===== src/rtl/vga_pkg.sv =====
// Shared VGA definitions: colour/counter widths, 800x600 active area and the
// default transparent colour key for sprite overlays.
package vga_pkg;

    localparam int RGB_W    = 12;
    localparam int COUNT_W  = 12;
    localparam int H_ACTIVE = 800;
    localparam int V_ACTIVE = 600;

    localparam logic [RGB_W-1:0] KEY_RGB_DEFAULT = 12'hF0F;

    typedef struct packed {
        logic [COUNT_W-1:0] hcount;
        logic [COUNT_W-1:0] vcount;
        logic               hsync;
        logic               vsync;
        logic               hblnk;
        logic               vblnk;
    } vga_timing_t;

    // Half-open span test done one bit wider so lo+size can never wrap.
    function automatic logic in_span(input logic [COUNT_W-1:0] c,
                                     input logic [COUNT_W-1:0] lo,
                                     input logic [COUNT_W:0]   size);
        logic [COUNT_W:0] hi;
        hi = {1'b0, lo} + size;
        return ({1'b0, c} >= {1'b0, lo}) && ({1'b0, c} < hi);
    endfunction

endpackage


===== src/rtl/vga_delay.sv =====
// N-stage register delay line with synchronous active-high reset.
module vga_delay #(
    parameter int W = 1,
    parameter int N = 2
) (
    input  logic         clk,
    input  logic         rst,
    input  logic [W-1:0] d,
    output logic [W-1:0] q
);

    logic [W-1:0] pipe [N];

    always_ff @(posedge clk) begin
        if (rst) begin
            for (int i = 0; i < N; i++) pipe[i] <= '0;
        end else begin
            pipe[0] <= d;
            for (int i = 1; i < N; i++) pipe[i] <= pipe[i-1];
        end
    end

    assign q = pipe[N-1];

endmodule


===== src/rtl/draw_sprite.sv =====
// Overlays a bitmap sprite from an external ROM onto the VGA stream at a
// position latched once per frame; two-stage pipeline, timing delayed to match.
module draw_sprite
    import vga_pkg::*;
#(
    parameter int                 WIDTH   = 64,
    parameter int                 HEIGHT  = 64,
    parameter int                 ADDR_W  = 12,
    parameter logic [RGB_W-1:0]   KEY_RGB = KEY_RGB_DEFAULT
) (
    input  logic               clk,
    input  logic               rst,
    input  logic [COUNT_W-1:0] hcount_in,
    input  logic [COUNT_W-1:0] vcount_in,
    input  logic               hsync_in,
    input  logic               vsync_in,
    input  logic               hblnk_in,
    input  logic               vblnk_in,
    input  logic [RGB_W-1:0]   rgb_in,
    input  logic [COUNT_W-1:0] xpos,
    input  logic [COUNT_W-1:0] ypos,
    input  logic [RGB_W-1:0]   rgb_pixel,
    output logic [ADDR_W-1:0]  pixel_addr,
    output logic [COUNT_W-1:0] hcount_out,
    output logic [COUNT_W-1:0] vcount_out,
    output logic               hsync_out,
    output logic               vsync_out,
    output logic               hblnk_out,
    output logic               vblnk_out,
    output logic [RGB_W-1:0]   rgb_out
);

    localparam int XW = $clog2(WIDTH);
    localparam int YW = $clog2(HEIGHT);
    localparam int TW = $bits(vga_timing_t);

    vga_timing_t timing_in;
    vga_timing_t timing_out;

    logic               vblnk_prev;
    logic [COUNT_W-1:0] x_lat;
    logic [COUNT_W-1:0] y_lat;

    logic               in_rect;
    logic [XW-1:0]      col;
    logic [YW-1:0]      row;

    logic               in_rect_s1;
    logic               blank_s1;
    logic [RGB_W-1:0]   rgb_s1;

    // Position only moves on the vblnk rising edge, so a frame never tears.
    always_ff @(posedge clk) begin
        if (rst) begin
            vblnk_prev <= 1'b0;
            x_lat      <= '0;
            y_lat      <= '0;
        end else begin
            vblnk_prev <= vblnk_in;
            if (vblnk_in && !vblnk_prev) begin
                x_lat <= xpos;
                y_lat <= ypos;
            end
        end
    end

    always_comb begin
        in_rect = in_span(hcount_in, x_lat, (COUNT_W+1)'(WIDTH)) &&
                  in_span(vcount_in, y_lat, (COUNT_W+1)'(HEIGHT));
        col     = XW'(hcount_in - x_lat);
        row     = YW'(vcount_in - y_lat);
    end

    // pixel_addr is the ROM's address register; it holds outside the sprite
    // so the ROM sees no needless address toggling.
    always_ff @(posedge clk) begin
        if (rst) begin
            pixel_addr <= '0;
            in_rect_s1 <= 1'b0;
            blank_s1   <= 1'b0;
            rgb_s1     <= '0;
        end else begin
            if (in_rect) pixel_addr <= ADDR_W'({row, col});
            in_rect_s1 <= in_rect;
            blank_s1   <= hblnk_in | vblnk_in;
            rgb_s1     <= rgb_in;
        end
    end

    always_ff @(posedge clk) begin
        if (rst) begin
            rgb_out <= '0;
        end else if (blank_s1) begin
            rgb_out <= '0;
        end else if (in_rect_s1 && (rgb_pixel != KEY_RGB)) begin
            rgb_out <= rgb_pixel;
        end else begin
            rgb_out <= rgb_s1;
        end
    end

    assign timing_in = '{hcount: hcount_in, vcount: vcount_in,
                         hsync: hsync_in, vsync: vsync_in,
                         hblnk: hblnk_in, vblnk: vblnk_in};

    vga_delay #(.W(TW), .N(2)) u_timing_dly (
        .clk (clk),
        .rst (rst),
        .d   (timing_in),
        .q   (timing_out)
    );

    assign hcount_out = timing_out.hcount;
    assign vcount_out = timing_out.vcount;
    assign hsync_out  = timing_out.hsync;
    assign vsync_out  = timing_out.vsync;
    assign hblnk_out  = timing_out.hblnk;
    assign vblnk_out  = timing_out.vblnk;

endmodule


===== config.mk =====
export PLATFORM = sky130hd
export DESIGN_NAME = draw_sprite
export DESIGN_NICKNAME = d
export VERILOG_FILES = /design/src/rtl/vga_pkg.sv /design/src/rtl/vga_delay.sv /design/src/rtl/draw_sprite.sv
export SDC_FILE = /design/constraint.sdc
export NUM_CORES = 1
export LEC_CHECK = 0
export CELL_PAD_IN_SITES_DETAIL_PLACEMENT = 1
export CELL_PAD_IN_SITES_GLOBAL_PLACEMENT = 1
export CORE_MARGIN = 3
export CORE_UTILIZATION = 30
export CTS_CLUSTER_DIAMETER = 200
export CTS_CLUSTER_SIZE = 14
export DETAILED_ROUTE_END_ITERATION = 10
export HOLD_SLACK_MARGIN = 0.15
export PLACE_DENSITY = 0.7
export SLEW_MARGIN = 25
export SYNTH_ARGS = -nofsm -noshare
export SYNTH_HDL_FRONTEND = slang
export SYNTH_HIERARCHICAL = 1
export SYNTH_SLANG_ARGS = --single-unit

===== constraint.sdc =====
create_clock -name clk -period 3.3 [get_ports clk]
set_input_delay 0.66 -clock clk [delete_from_list [all_inputs] [get_ports clk]]
set_output_delay 0.66 -clock clk [all_outputs]
set_load 0.05 [all_outputs]

# After elaboration in Yosys (flattened, before gate mapping)
# Memory sizes are Yosys's and may differ from the RTL's.
# Index checks and enable logic that the tools add are counted.
word_totals:
  n_memories: 1
  rom_bits: 0
  ram_bits: 56
  latch_bits: 0
  wordCells: 34
  out_inout_bits: 52
  input_bits: 78
  ff_bits: 63
op_classes:
  div: 0
  n_lt_le_gt_ge: 4
  bitwise_logic: 3
  shift: 0
  n_reduce_logical: 7
  mux: 6
  mul: 0
  eq_ne: 1
  n_addsub: 4
memory_table:
  columns: ["memory", "words", "width", "rd", "rd_clocked_by_memory_dff", "write_ports", "line_no", "source"]
  rows:
  - ["u_timing_dly.pipe", 2, 28, 2, 0, 2, "vga_delay.sv:12", "logic [W-1:0] pipe [N];"]
ops:
  columns: ["op", "n"]
  rows:
  - ["28-bit 2-to-1 mux", 2]
  - ["12-bit by 7-bit adder with 13-bit output (second input constant)", 2]
  - ["12-bit by 13-bit < comparator with 1-bit output", 2]
  - ["12-bit >= comparator", 2]
  - ["12-bit 2-to-1 mux", 1]
  - ["12-bit != test (second input constant)", 1]
  - ["6-bit subtractor", 2]
  - ["1-bit logical AND", 5]
  - ["1-bit 2-to-1 mux", 3]
  - ["1-bit OR", 3]
  - ["2-bit OR reduction", 1]
  - ["1-bit zero test", 1]

# Logic depth before layout (Yosys ltp)
depth:
  ltp_word: 4
  depth_mapped: 11

# By module
# The synthesis kept the hierarchy.
by_module_without_submodules:
  columns: ["module", "instances", "area_per_inst_um2", "seq_area_each_um2", "cells_per_inst"]
  rows:
  - ["draw_sprite", 1, 3507.1, 1261.2, 409]
  - ["vga_delay", 1, 1820.5, 1121.1, 146]

# Worst setup path before layout
# No wires, ideal clock.
synth_timing:
  kind: "input to register"
  start: "input hcount_in[0]"
  end: "register pixel_addr[4]"
  path_buffers: 1
  path_slack_ps: 565
  required_ps: 3179
  stages: 10
  setup_ps: 121
  t_arrival_ps: 2613
  path_cell_list: "inv_1 > ha_1 > fa_1 > nand2b_1 > a21oi_1 > o211ai_1 > a22o_1 > clkbuf_8 > nor3_4 > mux2_4"
synth_between:
  elab_chain_cells: 3
  word_cells_on_any_way: 5
  cone_classes: "1 x add/sub; 2 x order compare; 2 x reduce/logical"
synth_lines:
  columns: ["item", "line_no", "source"]
  rows:
  - ["start: declaration", "draw_sprite.sv:13", "input logic [COUNT_W-1:0] hcount_in,"]
  - ["12-bit by 13-bit < comparator with 1-bit output / 12-bit >= comparator (equally long branches)", "vga_pkg.sv:27", "return ({1'b0, c} >= {1'b0, lo}) && ({1'b0, c} < hi);"]
  - ["1-bit logical AND", "vga_pkg.sv:27", null]
  - ["1-bit logical AND", "draw_sprite.sv:68", "in_rect = in_span(hcount_in, x_lat, (COUNT_W+1)'(WIDTH)) &&"]
  - ["end signal: assignment", "draw_sprite.sv:83", "if (in_rect) pixel_addr <= ADDR_W'({row, col});"]
  - ["end: declaration", "draw_sprite.sv:23", "output logic [ADDR_W-1:0] pixel_addr,"]
# Parallel ways exist; a longest one is shown, timed or not.
# A chain may end at the register's enable or synchronous reset.

# Final worst setup path
layout_timing:
  start: "register y_lat[6]"
  end: "register pixel_addr[0]"
layout_between:
  elab_chain_cells: 4
  word_cells_on_any_way: 5
  cone_classes: "1 x add/sub; 2 x order compare; 2 x reduce/logical"
layout_lines:
  columns: ["item", "line_no", "source"]
  rows:
  - ["start: declaration", "draw_sprite.sv:42", "logic [COUNT_W-1:0] y_lat;"]
  - ["start signal: assignment", "draw_sprite.sv:62", "y_lat <= ypos;"]
  - ["12-bit by 7-bit adder with 13-bit output", "vga_pkg.sv:26", "hi = {1'b0, lo} + size;"]
  - ["12-bit by 13-bit < comparator with 1-bit output", "vga_pkg.sv:27", null]
  - ["1-bit logical AND (*)", "vga_pkg.sv:27", null]
  - ["1-bit logical AND (*)", "draw_sprite.sv:68", null]
# Every way passes the cells marked *; elsewhere a longest branch is shown, timed or not.

==> summary.md <==
| Metric | Value |
|---|---|
| Status | `finished, final reports clean` |
| Seq/Total Area, Yosys | `44.72%` |
| Commonest non-fill, non-tap cell in the layout | `clkdlybuf4s50_1` |
| Power Density | `584.5 mW/mm2` |
| Post-CTS Setup Inserts | `0` |
| TritonCTS clock tree | `done` |
| Mapped Avg Cell Area | `9.599 um2` |
| Power share of the clock group | `48.9%` |
| Seq pwr share | `36.3%` |
| CTS hold repair buffers | `0` |
| Max IR drop VDD | `0.3359 mV` |
| Final net count | `777` |
| CTS resizes | `0` |
| Post-synth net total | `673` |
| Initial Util | `30.69%` |
| CP Class | `reg2reg` |
| Post-route antenna net violation count | `0` |
| Endpoints failing setup | `0` |
| Final hold violations | `0` |
| Initial antenna violation count | `0` |
| Post-Syn Area | `0.005328 mm2` |
| Leakage | `2.853 nW` |
| Clk buf depth | `2` |
| Clock skew | `0.007141 ns` |
| Ys flop type | `dfxtp_1` |
| Tmin final | `2.984 ns` |
| Post-DP HPWL | `11.10 mm` |
| DRC violations left | `0` |
| Tot GR Track Use | `15.10%` |
| Hold/Removal Path Class | `reg2reg` |
| Critical-path maximum fanout | `11` |
| Period utilization | `90.41%` |
| Core ar. | `0.01736 mm2` |
| Pint | `3.176 mW` |
| Fmax | `0.3352 GHz` |
| RSZ-0062 raised after global routing | `false` |
| Worst skew pair latency | `0.41 ns` |
| Worst setup SP type | `flip-flop` |
| First-pass GRT wire length | `23.15 mm` |
| Ys Warns | `6` |
| Synth cell types | `50` |
| Slew headroom | `41.09%` |
| Most frequent cells in the layout | `128 x clkdlybuf4s50_1, 119 x dfxtp_1, 62 x nand2_1` |
| Die width | `139.3 um` |
| Max-cap violations | `0` |
| Htree depth | `4` |
| Count of input and output buffers | `129` |
| Dpl cells | `865` |
| 1st-iter DRT viols | `140` |
| Tot Pwr | `4.242 mW` |
| Fraction of layout cells with a size suffix above 1 | `12.50%` |
| Worst-path clk slew | `0.06 ns` |
| FP Rows | `48` |
| Logic gate share of total power | `14.8%` |
| Congestion Overflow GR | `0` |
| Drt pass-1 iters | `4` |
| CP arrival | `3.26 ns` |
| Area grow syn2layout | `36.24%` |
| CTS buffer count | `17` |
| Ports | `130` |
| Diode count | `0` |
| CTS Root Cell | `clkbuf_16` |
| Placed Area | `0.006589 mm2` |
| Cell area after layout | `0.007258 mm2` |
| Post-Route WL | `14.33 mm` |
| DIE AREA | `0.01939 mm2` |
| Slew of the pin with the lowest slew margin | `0.8836 ns` |
| Clock sinks | `119` |
| Non-filler cells in the finished layout | `897` |
| DR vias/cell | `4.565` |
| Post-place setup slack | `-0.008325 ns` |
| CP endpoint kind | `flip-flop` |
| Syn Inst Count | `555` |
| Switching share of total power | `25.13%` |
| FF+latch count, synth | `119` |
| Post-synth ARST share | `0%` |
| Vias in the first global route | `4349` |
| Count of flip-flops with a built-in enable after synthesis | `0` |
| Largest net degree at the start of global routing | `41` |
| Req. time, crit path | `3.58 ns` |
| Psw | `1.066 mW` |
| Final Max Tran Viols | `0` |
| Wire length per cell | `15.98 um` |
| Setup ws final | `0.3164 ns` |
| Vert. Die Dim | `139.3 um` |
| Placer congestion estimate | `0.8433` |
| Final hold slack | `0.4335 ns` |
| Vias | `4095` |
[state kept, by name (all words and copies together), names as in the netlist]
register           flops
u_timing_dly/pipe     56
pixel_addr            12
rgb_out               12
rgb_s1                12
x_lat                 12
y_lat                 12
blank_s1               1
in_rect_s1             1
vblnk_prev             1
[worst paths after layout]
check                          startpoint                       end  slack [ns]  cells past startpoint
setup / recovery                 y_lat[6]             pixel_addr[0]        0.32                     10
hold / removal    u_timing_dly/pipe[0][4]  u_timing_dly/pipe[0][32]        0.43                      1
setup reg to reg                 y_lat[6]             pixel_addr[0]        0.32                     10
hold reg to reg   u_timing_dly/pipe[0][4]  u_timing_dly/pipe[0][32]        0.43                      1
[cell families (layout without fill, tap and decap cells)]
kind of cell    Yosys count  count (layout)  share of synthesized area [%]
fa+ha+maj                40              40                          9.676
buf+inv                  82             199                          9.206
simple gates            203             203                          21.98
compound gates           85              85                          9.817
xor+xnor                 16              16                          2.630
flops                   119             119                          44.72
mux                      10              10                          1.973
[power groups by stage]
stage / sequential (mW) / clock, mW / combinational (mW)
CTS: 1.54 / 2.13 / 0.632
finish: 1.54 / 2.07 / 0.626
global route: 1.55 / 2.20 / 0.683
floorplan: 1.61 / 0 / 0.368
global placement: 1.57 / 0 / 0.609
detailed placement: 1.57 / 0 / 0.624
[through the flow]
| step | utilization, % | setup TNS (ns) |
|---|---|---|
| floorplan | - | 0 |
| global placement | 37.96 | 0 |
| detailed placement | 37.96 | -0.008325 |
| CTS | 41.82 | 0 |
| global route | 41.82 | 0 |
| finish | 41.82 | 0 |
[worst max-delay path, cell delays in order (launching register included)]
cell	delay, ns
dfxtp_1	0.44
ha_1	0.28
nand3_1	0.11
xnor2_1	0.15
ha_1	0.31
nand3_1	0.10
or4b_1	0.53
a211o_1	0.33
and3_1	0.29
a31oi_1	0.23
a211oi_1	0.07
[cell type report]
| type | count | area (um2) |
|---|---|---|
| Clock inverter | 13 | 216.5 |
| Inverter | 29 | 108.9 |
| Clock buffer | 19 | 452.9 |
| Tap cell | 225 | 281.5 |
| Multi-Input combinational cell | 354 | 2460 |
| Sequential cell | 119 | 2382 |
| Fill cell | 1937 | 10100 |
| Timing Repair Buffer | 138 | 1356 |
[per-layer routing]
layer / GRT usage (%) / routed length [um]
met1: 18.40 / 6555
met2: 25.37 / 6817
met3: 4.399 / 677
met4: 5.458 / 284
met5: 0 / 0
[cells in the mapped netlist (3+ instances only)]
cell / number / area share, %
dfxtp_1: 119 / 45
nand2_1: 62 / 4.4
a21oi_1: 47 / 4.4
nor2b_1: 40 / 4.7
ha_1: 38 / 8.9
nor2b_2: 31 / 5.1
inv_1: 29 / 2.0
buf_4: 28 / 3.9
nor2_1: 20 / 1.4
nand3_1: 15 / 1.4
xnor2_1: 14 / 2.3
clkbuf_1: 13 / 0.92
nand4_1: 11 / 1.3
mux2i_1: 9 / 1.7
o31ai_1: 8 / 1.1
a21o_1: 6 / 0.85
buf_6: 6 / 1.3
a211oi_1: 5 / 0.70
a31oi_1: 5 / 0.59
and3_1: 4 / 0.47
clkbuf_8: 3 / 0.78
nand2b_1: 3 / 0.35
nand4b_1: 3 / 0.49
(Power assumes the default switching activity.)
